## src/rtl/dsp_mac_pipe.sv

```systemverilog
// dsp_mac_pipe: three-stage signed pre-add / multiply / accumulate slice with
// valid-ready flow control, saturating or wrapping output and sticky overflow.
module dsp_mac_pipe #(
   parameter int A_WIDTH   = 18,
   parameter int B_WIDTH   = 18,
   parameter int ACC_WIDTH = 48,
   parameter bit SATURATE  = 1'b1
) (
   input  logic                 i_clk,
   input  logic                 i_rst_n,
   input  logic                 i_in_valid,
   output logic                 o_in_ready,
   input  logic [A_WIDTH-1:0]   i_a,
   input  logic [B_WIDTH-1:0]   i_b,
   input  logic [B_WIDTH-1:0]   i_d,
   input  logic [ACC_WIDTH-1:0] i_c,
   input  logic [1:0]           i_presel,
   input  logic [1:0]           i_op,
   input  logic                 i_clr,
   output logic                 o_out_valid,
   input  logic                 i_out_ready,
   output logic [ACC_WIDTH-1:0] o_p,
   output logic                 o_ovf
);
   localparam int M_WIDTH = A_WIDTH + B_WIDTH + 1;

   logic                 w_adv;
   logic                 r_v1, r_v2, r_out_valid, r_ovf, r_clr, r_clr2;
   logic [A_WIDTH-1:0]   r_a;
   logic [B_WIDTH-1:0]   r_b, r_d;
   logic [ACC_WIDTH-1:0] r_c, r_c2, r_p;
   logic [1:0]           r_presel, r_op, r_op2;
   logic [M_WIDTH-1:0]   r_m, w_m;
   logic [B_WIDTH:0]     w_bx, w_dx, w_pre;
   logic [ACC_WIDTH:0]   w_mx, w_cx, w_accx, w_sum, w_sat;
   logic [ACC_WIDTH-1:0] w_p;
   logic                 w_ovf;

   assign w_adv       = !r_out_valid | i_out_ready;
   assign o_in_ready  = w_adv;
   assign o_out_valid = r_out_valid;
   assign o_p         = r_p;
   assign o_ovf       = r_ovf;

   assign w_bx  = {r_b[B_WIDTH-1], r_b};
   assign w_dx  = {r_d[B_WIDTH-1], r_d};
   assign w_pre = (r_presel == 2'b00) ? w_bx :
                  (r_presel == 2'b01) ? w_dx + w_bx :
                  (r_presel == 2'b10) ? w_dx - w_bx : '0;
   // both operands sign-extended to the product width, so the low bits of an unsigned multiply are the signed product
   assign w_m = {{(B_WIDTH+1){r_a[A_WIDTH-1]}}, r_a} * {{A_WIDTH{w_pre[B_WIDTH]}}, w_pre};

   assign w_mx   = {{(ACC_WIDTH+1-M_WIDTH){r_m[M_WIDTH-1]}}, r_m};
   assign w_cx   = {r_c2[ACC_WIDTH-1], r_c2};
   assign w_accx = r_clr2 ? '0 : {r_p[ACC_WIDTH-1], r_p};
   assign w_sum  = (r_op2 == 2'b00) ? w_mx + w_cx :
                   (r_op2 == 2'b01) ? w_accx + w_mx :
                   (r_op2 == 2'b10) ? w_accx - w_mx : w_cx - w_mx;
   assign w_ovf  = w_sum[ACC_WIDTH] ^ w_sum[ACC_WIDTH-1];
   // top bit of the wide sum is the true sign, selecting the clamp direction
   assign w_sat  = {w_sum[ACC_WIDTH], w_sum[ACC_WIDTH], {(ACC_WIDTH-1){~w_sum[ACC_WIDTH]}}};
   assign w_p    = (SATURATE && w_ovf) ? w_sat[ACC_WIDTH-1:0] : w_sum[ACC_WIDTH-1:0];

   always_ff @(posedge i_clk or negedge i_rst_n) begin
      if (!i_rst_n) begin
         r_v1        <= 1'b0;
         r_a         <= '0;
         r_b         <= '0;
         r_d         <= '0;
         r_c         <= '0;
         r_presel    <= '0;
         r_op        <= '0;
         r_clr       <= 1'b0;
         r_v2        <= 1'b0;
         r_m         <= '0;
         r_c2        <= '0;
         r_op2       <= '0;
         r_clr2      <= 1'b0;
         r_out_valid <= 1'b0;
         r_p         <= '0;
         r_ovf       <= 1'b0;
      end else if (w_adv) begin
         r_v1        <= i_in_valid;
         r_a         <= i_a;
         r_b         <= i_b;
         r_d         <= i_d;
         r_c         <= i_c;
         r_presel    <= i_presel;
         r_op        <= i_op;
         r_clr       <= i_clr;
         r_v2        <= r_v1;
         r_m         <= w_m;
         r_c2        <= r_c;
         r_op2       <= r_op;
         r_clr2      <= r_clr;
         r_out_valid <= r_v2;
         if (r_v2) begin
            r_p   <= w_p;
            r_ovf <= r_ovf | w_ovf;
         end
      end
   end
endmodule
```

## config.mk

```make
export PLATFORM = sky130hd
export DESIGN_NAME = dsp_mac_pipe
export DESIGN_NICKNAME = d
export VERILOG_FILES = /design/src/rtl/dsp_mac_pipe.sv
export SDC_FILE = /design/constraint.sdc
export NUM_CORES = 2
export LEC_CHECK = 0
export ABC_AREA = 1
export BUFFER_PORTS_ARGS = -buffer_cell sky130_fd_sc_hd__buf_2
export CAP_MARGIN = 5
export CORE_MARGIN = 10
export CORE_UTILIZATION = 45
export DETAILED_ROUTE_END_ITERATION = 12
export PLACE_DENSITY = 0.68
export SLEW_MARGIN = 20
export SYNTH_ARGS = -nofsm -noshare
export SYNTH_HDL_FRONTEND = slang
export SYNTH_SLANG_ARGS = --single-unit
export TNS_END_PERCENT = 10
```

## constraint.sdc

```tcl
create_clock -name i_clk -period 10.67 [get_ports i_clk]
set_clock_uncertainty 0.15 [all_clocks]
set_input_delay 0.5335 -clock i_clk [delete_from_list [all_inputs] [get_ports i_clk]]
set_output_delay 0.5335 -clock i_clk [all_outputs]
set_load 0.05 [all_outputs]
```

==> impl_results.md <==
- Die height: 325 um
- Die area: 0.106 mm^2
- Post-route ant nets: 0
- Post-synth EDFFs: 0
- Antenna violations before repair: 6
- Clock Path Buffers: 3
- CP Class: reg2reg
- GP Congestion: 1.09
- Worst EP arrival: 9190 ps
- RSZ-0062 raised after global routing: no
- Layout area overhead: 8.05%
- CTS sink count: 247
- Vias in the first global route: 42600
- Overall Global Routing Usage: 33.8%
- Worst-path fanout max: 13
- Dominant cell type by area after synthesis: fa_1
- Root buf cell: clkbuf_16
- Critical path buffers and inverters: 6
- Flops & latches, synth: 247
- Setup TNS: 0 ps
- Critical path's slowest cell: inv_1
- Status: finished clean
- Antenna Diode Count: 0
- Total wire length: 184000 um
- Worst skew pair latency: 600 ps
- Fin crit period: 8910 ps
- Synth warn: 0
- Final setup violating endpoints: 0
- Most frequent cells in the layout: 1829 x nand2_1, 1261 x inv_1, 657 x nor2_1
- DPL Wire Length: 154000 um
- CTS tree: yes
- Crit share post-route: 83.5%
- Router iterations before antenna repair: 6
- CP max stage delay: 550 ps
- Die Span X: 325 um
- Final #Nets: 7483
- Slew HR: 19.5%
- Top FF cell, synth: dfrtp_1
- Total gr overflow: 0
- Slew Viols, Final: 0
- Netlist cell types: 50
- H-tree depth: 2
- First-iteration detailed-routing DRC count: 4029
- Commonest non-fill, non-tap cell in the layout: nand2_1
- Largest net degree at the start of global routing: 157
- First-pass GRT wire length: 270000 um
- CP endpoint kind: flop
- IO Port Bufs: 161
- Top cells by area, synth: fa_1 16%, nand2_1 16%, dfrtp_1 15%
- Syn Area/Cell: 6.32 um^2
- Register area share after synthesis: 14.7%
- Vias/cell: 5.45
- CP Launch Type: flop
- Most used cell, CP: nand2_1
- Avg WL per Cell: 23.1 um
- Core footprint: 0.0921 mm^2
- Routed vias: 43400
- Syn_nets: 7415
- Ports: 162
- Fmax: 112 MHz
- Max-Cap Viols: 0
- Fin. Hold Viols: 0
- Initial Util: 45.5%
- Worst-margin pin slew: 1190 ps
- Async set-reset flop share out of synthesis: 100%
- Cts bufs inserted: 34
- Yosys top cell area share: 16.5%
- Post-synthesis cell count: 6634
- Worst-path clk slew: 60 ps
- Worst Hold Class: in2reg
- Residual DRC count: 0
- Required @ worst endpoint: 10950 ps
- Top delay family on crit path: adder cells
- Share of layout cells above drive strength 1: 6.04%
- Cell Area, Synth: 0.0419 mm^2
- Std-Cell Rows: 111
[registers in the layout, summed over array words and instances (netlist names)]
name and cells:
r_op2 2, r_a 18, r_op 2, r_d 18
r_v2 1, r_m 37, r_c2 48, o_ovf 1
r_clr 1, r_v1 1, r_c 48, r_b 18
o_p 48, r_clr2 1, r_presel 2, o_out_valid 1
[logic make-up (layout without fill, tap and decap cells)]
logic type,Yosys count,in the layout,synth area share (%)
mux,1,1,0.0239
flops,247,247,14.7
fa+ha+maj,670,670,26.2
buf+inv,1533,1624,14.2
xor+xnor,58,58,1.21
compound gates,931,931,12.0
simple gates,3194,3194,31.7
[final timing paths]
| check | cells past startpoint | start | end | slack, ps |
|---|---|---|---|---|
| max | 33 | r_b[2] | r_m[31] | 1760 |
| min | 3 | i_c[33] | r_c[33] | 20 |
| max reg2reg | 33 | r_b[2] | r_m[31] | 1760 |
| min reg2reg | 1 | o_ovf | o_ovf | 320 |
| max in group asynchronous | 4 | i_rst_n | r_a[13] | 7960 |
| min in group asynchronous | 2 | i_rst_n | r_c[41] | 380 |
[stage by stage]
step                      cell area (um^2)  util (%)  setup slack [ps]  std cells  hold slack (ps)
after detailed placement             43600      47.3              1910       7850              317
after global routing                 45300      49.2              1130       7968             13.3
after global placement               43600      47.3              1940       7850              309
after CTS                            45300      49.2              1850       7968             2.13
after floorplan                      41900         -              3090       6634             87.9
final                                45300      49.2              1760       7968             19.1
[layer usage]
layer  vias to the layer above  routed length (um)  global-route usage, %
li1                      20600                   -                      -
met1                     20300               71300                   40.1
met2                      1918               82900                   54.9
met3                       513               14400                   6.51
met4                        10               15200                   23.2
met5                         -                  69                      0
[worst reg2reg max path, delay by kind of cell (launching register included)]
kind	cells	cell delay [ps]
and+or+nand+nor	11	1510
adders and majority gates	8	3770
buffers and inverters	6	1100
AOI/OAI and AO/OA	8	1890
DFF	1	350
[cell usage after synthesis, types with 8 or more instances]
cell / n
xnor2_1: 21
a21oi_1: 375
and2_1: 10
o31ai_1: 8
o21ai_0: 409
dfrtp_1: 247
a21boi_0: 13
nand3_2: 32
nor2_1: 662
nor2_2: 18
ha_1: 325
buf_2: 85
nand4_1: 87
nand2_1: 1829
nand2_2: 18
a31oi_1: 10
o211ai_1: 12
inv_2: 40
or2_2: 28
clkinv_1: 13
xor2_1: 37
o21bai_1: 59
buf_1: 9
a21oi_2: 11
a21o_1: 12
clkbuf_1: 112
fa_1: 345
nand3_1: 425
inv_1: 1261
nor3_1: 65
[area by class of cell]
class,instances,area [um^2]
fillers,9894,46800
multi-input cells,4854,29800
flip-flops and latches,247,6180
inverters,1314,4940
repair buffers,251,1640
well taps,1243,1560
clock buffers,45,962
clock inverters,14,206
[what timing repair did]
item | CTS | global route
setup buffers | 0 | 0
hold buffers | 59 | 0
resized for setup | 0 | 0
endpoints found under the hold margin | 126 | 0
Power is left out: the tool's default activity adds up to more than one toggle a clock period on the data nets, which glitch-free logic cannot reach.
